<file path="src/rtl/bin_to_bcd_seq.sv">
// Sequential shift-and-add-3 binary-to-BCD converter, one input bit per clock, start/busy/done handshake.
// Optional BIN2BCD_BLANK_EN adds a registered leading-zero blanking mask (blank_out).
module bin_to_bcd_seq #(
  parameter int BIN_W  = 16,
  parameter int DIGITS = 5
) (
  input  logic                  clock,
  input  logic                  reset,
  input  logic                  start,
  input  logic [BIN_W-1:0]      bin_in,
  output logic                  busy,
  output logic                  done,
  output logic [4*DIGITS-1:0]   bcd_out
`ifdef BIN2BCD_BLANK_EN
  ,
  output logic [DIGITS-1:0]     blank_out
`endif
);

  localparam int BW = 4 * DIGITS;
  localparam int CW = $clog2(BIN_W + 1);

  typedef enum logic {IDLE, SHIFT} state_t;

  state_t            state_q, state_d;
  logic [BIN_W-1:0]  bin_q, bin_d;
  logic [BW-1:0]     scratch_q, scratch_d;
  logic [CW-1:0]     cnt_q, cnt_d;
  logic              busy_q, busy_d;
  logic              done_q, done_d;
  logic [BW-1:0]     bcd_q, bcd_d;

  logic [BW-1:0]         adj;
  logic [BW+BIN_W-1:0]   cat_shift;
  logic [BW-1:0]         scratch_sh;
  logic [BIN_W-1:0]      bin_sh;

  genvar gi;
  generate
    for (gi = 0; gi < DIGITS; gi++) begin : g_adj
      assign adj[gi*4 +: 4] = (scratch_q[gi*4 +: 4] >= 4'd5) ?
                              scratch_q[gi*4 +: 4] + 4'd3 : scratch_q[gi*4 +: 4];
    end
  endgenerate

  // The adjusted top-nibble MSB falls off the end; it is always 0 given DIGITS is large enough.
  assign cat_shift  = {adj, bin_q} << 1;
  assign scratch_sh = cat_shift[BW+BIN_W-1:BIN_W];
  assign bin_sh     = cat_shift[BIN_W-1:0];

`ifdef BIN2BCD_BLANK_EN
  logic [DIGITS-1:0] blank_q, blank_d, blank_w;

  assign blank_w[0] = 1'b0;
  generate
    for (gi = 1; gi < DIGITS; gi++) begin : g_blank
      assign blank_w[gi] = (scratch_sh[BW-1:4*gi] == '0);
    end
  endgenerate

  assign blank_out = blank_q;
`endif

  always_comb begin
    state_d   = state_q;
    bin_d     = bin_q;
    scratch_d = scratch_q;
    cnt_d     = cnt_q;
    busy_d    = busy_q;
    done_d    = 1'b0;
    bcd_d     = bcd_q;
`ifdef BIN2BCD_BLANK_EN
    blank_d   = blank_q;
`endif
    case (state_q)
      IDLE: begin
        if (start) begin
          bin_d     = bin_in;
          scratch_d = '0;
          cnt_d     = CW'(BIN_W);
          busy_d    = 1'b1;
          state_d   = SHIFT;
        end
      end
      SHIFT: begin
        scratch_d = scratch_sh;
        bin_d     = bin_sh;
        cnt_d     = cnt_q - CW'(1);
        if (cnt_q == CW'(1)) begin
          bcd_d   = scratch_sh;
          done_d  = 1'b1;
          busy_d  = 1'b0;
          state_d = IDLE;
`ifdef BIN2BCD_BLANK_EN
          blank_d = blank_w;
`endif
        end
      end
      default: state_d = IDLE;
    endcase
  end

  always_ff @(posedge clock or posedge reset) begin
    if (reset) begin
      state_q   <= IDLE;
      bin_q     <= '0;
      scratch_q <= '0;
      cnt_q     <= '0;
      busy_q    <= 1'b0;
      done_q    <= 1'b0;
      bcd_q     <= '0;
`ifdef BIN2BCD_BLANK_EN
      blank_q   <= {{(DIGITS-1){1'b1}}, 1'b0};
`endif
    end else begin
      state_q   <= state_d;
      bin_q     <= bin_d;
      scratch_q <= scratch_d;
      cnt_q     <= cnt_d;
      busy_q    <= busy_d;
      done_q    <= done_d;
      bcd_q     <= bcd_d;
`ifdef BIN2BCD_BLANK_EN
      blank_q   <= blank_d;
`endif
    end
  end

  assign busy    = busy_q;
  assign done    = done_q;
  assign bcd_out = bcd_q;

endmodule

</file>
<file path="config.mk">
export PLATFORM = sky130hd
export DESIGN_NAME = bin_to_bcd_seq
export DESIGN_NICKNAME = d
export VERILOG_FILES = /design/src/rtl/bin_to_bcd_seq.sv
export SDC_FILE = /design/constraint.sdc
export NUM_CORES = 1
export LEC_CHECK = 0
export CAP_MARGIN = 20
export CORE_MARGIN = 3
export CORE_UTILIZATION = 59
export DETAILED_ROUTE_END_ITERATION = 10
export GPL_TIMING_DRIVEN = 0
export PLACE_DENSITY = 0.9
export SETUP_SLACK_MARGIN = 0.3
export SLEW_MARGIN = 10
export SYNTH_ARGS = -nofsm -noshare
export SYNTH_HDL_FRONTEND = slang
export SYNTH_SLANG_ARGS = --single-unit
</file>
<file path="constraint.sdc">
create_clock -name clock -period 3.7 [get_ports clock]
set_clock_uncertainty 0.2 [all_clocks]
set_input_delay 0.555 -clock clock [delete_from_list [all_inputs] [get_ports clock]]
set_output_delay 0.555 -clock clock [all_outputs]
set_load 0.1 [all_outputs]
</file>
==> metrics <==
f_max=384 MHz; CTS tree=built; GR Layer Usage met1=28.7%; final worst-path cycle share=70.3%; row cnt=25; Vias=2317; GRT overflow=0; cell family with most CP delay=buffers and inverters; Clock Path Buffers=2; R2R setup slack=1.85 ns; Crit path largest cell delay=1.14 ns; synth top area cells=dfrtp_1 (52%), mux2i_1 (6.8%), nand2_1 (5.5%); Synth Flop Type=dfrtp_1; Post-CTS Resized=0; most frequent cell after synthesis=dfrtp_1; Slew Limit Fails=0; Initial DRC Count=137; Die ar.=6120 um2; largest net degree at the start of global routing=65; H-tree levels=3; all-layer global routing usage=23.2%; R2R Path End=bcd_out[6]; top cell type's share of synthesized area=52.1%; Mapped Area=3080 um2; Buffers & Inverters on Critical Path=1; register area=1600 um2; Syn-to-layout area delta=22.6%; Final Wtd Congestion=0.779; Yosys warnings=0; Hold Path Stages=2; global-route wire length before repair=11000 um; Worst Path Max Fanout=2; Slowest cell on crit path=clkdlybuf4s50_1; Die Ht=78.2 um; Final Hold Fails=0; Synth Area in Simple Gates=12.5%; met2 Track Usage GR=39.2%; share of cells above drive strength 1=13.3%; Crit path required time=2.94 ns; vias in the first global route=2374; post-synthesis compound-gate area fraction=14.1%; CP Data Arrival Time=1.85 ns; wire per inst=15.7 um; hold_sp=bin_q[9]; Antenna Cells=0; Layout Cells excl Fill=413; IO Port Bufs=39; sequential share of the synthesized area=52.1%; GRT busiest layer=met2; clk slew on worst S/H paths=0.07 ns; measured slew at the worst slew-check pin=0.973 ns; Vias/cell=5.61; synthesized net count=322; hold endpoint=bin_q[10]; Starting Density=63.0%; hold crit path type=reg -> reg; largest family of logic cells by synthesized area=compound AO/OA/AOI/OAI gates; Startpoint Class=register; chip width=78.2 um; Setup TNS=0 ns; Fillers=331; max-capacitance violation count=0; RSZ-0062 raised after global routing=no; DRT Pass-1 Iters=5; Placed Cells=397; Register-to-Register Path Depth=6; max_slew headroom=35.0%; post-route minimum period=2.60 ns; setup bufs post-CTS=0; # DRC=0; worst skew pair latency=0.34 ns; Clock Tree Root=clkbuf_8; area of the multi-input gates=1340 um2; IO Count=41; met3 usage=5.16%; CP Cell Sequence=clkdlybuf4s50_1; hold buffer count at CTS=0; critical path type=reg -> out; Synth Instances=291; asr flop ratio synth=100%; Post-DP HPWL=4340 um; Post-synth EDFFs=0; Post-Synth XOR/XNOR Area=1.99%; Final ANT Viol Nets=0; Synth top cells by count=dfrtp_1 (64), nand2_1 (45), o21ai_0 (31), mux2i_1 (21), inv_1 (14); Nets=372; routed wire length=6480 um; mux cell area share after synthesis=10.1%; Synth cell types=32; Reg2Reg Launch Point=scratch_q[4]; Num Clock Sinks=64; Post-Synth Adder-Cell Area=4.88%; Yosys top cell by area=dfrtp_1; Avg Inst Size Synth=10.6 um2; final setup vio count=0; Worst Setup End Kind=output pin; initial antenna violation count=0; status=complete, no violations; Core ar.=4880 um2; Num CTS Buffers=9; Yosys reg bits=64
## cell families (layout without fill, tap and decap cells)
| family | Yosys count | count (layout) |
|---|---|---|
| buf+inv | 30 | 85 |
| simple gates | 77 | 77 |
| mux | 29 | 29 |
| flops | 64 | 64 |
| compound gates | 72 | 72 |
| fa+ha+maj | 12 | 12 |
| xor+xnor | 7 | 7 |
## placed cells by master (no fill, tap or decap), types with 2 or more instances in the layout
cell type,netlist,final
dfrtp_1,64,64
nand2_1,45,45
clkdlybuf4s50_1,0,39
o21ai_0,31,31
mux2i_1,21,21
inv_1,14,13
clkbuf_8,0,13
nor3b_1,12,12
o22ai_1,12,12
ha_1,12,12
a21oi_1,11,11
buf_2,9,9
xnor2_1,6,6
nor3_1,6,6
o21ai_1,5,5
mux2_2,5,5
nor2_1,5,5
a21o_1,4,4
mux2_4,3,3
nand2b_1,3,3
a21oi_2,3,3
clkbuf_1,2,3
nand2b_2,2,2
a21oi_4,2,2
inv_4,1,2
buf_4,2,2
buf_1,2,2
a22o_1,2,2
nand3_1,2,2
## metrics by stage
step | worst slack [ns] | area (um2) | hold slack (ns) | utilization (%)
after floorplan | 1.35 | 3080 | 0.249 | -
after global placement | 0.304 | 3550 | 0.259 | 72.7
after detailed placement | 1.46 | 3550 | 0.267 | 72.8
after CTS | 1.08 | 3770 | 0.285 | 77.3
after global routing | 1.03 | 3770 | 0.310 | 77.3
final | 1.10 | 3770 | 0.279 | 77.3
## layer usage
| metal | wire length, um | part of all wire [%] |
|---|---|---|
| met5 | 0 | 0 |
| met4 | 105 | 1.6 |
| met3 | 324 | 5.0 |
| met2 | 3200 | 49 |
| met1 | 2840 | 44 |
## how the worst max path moves through the flow
stage | from | depth (start not counted) | end
floorplan | reset | 1 | bcd_out[0]
CTS | busy | 1 | busy
detailed placement | bcd_out[0] | 1 | bcd_out[0]
global route | busy | 1 | busy
global placement | reset | 2 | bcd_out[2]
finish | busy | 1 | busy
## registers in the layout, indices dropped and copies added, names as in the netlist
signal     cells
bcd_out       20
state_q        1
bin_q         16
done           1
cnt_q          5
scratch_q     20
busy           1
## cell type report
type	count	share of cell area (%)
Inverter	15	1.63
Buffer	15	1.99
Clock buffer	14	4.85
Timing Repair Buffer	39	10.4
Tap cell	67	2.22
Multi-Input combinational cell	197	35.5
Sequential cell	64	42.5
Clock inverter	2	0.929
Power is not shown: default switching activity piles up to over one toggle a cycle in this logic, so the estimate is an artifact.
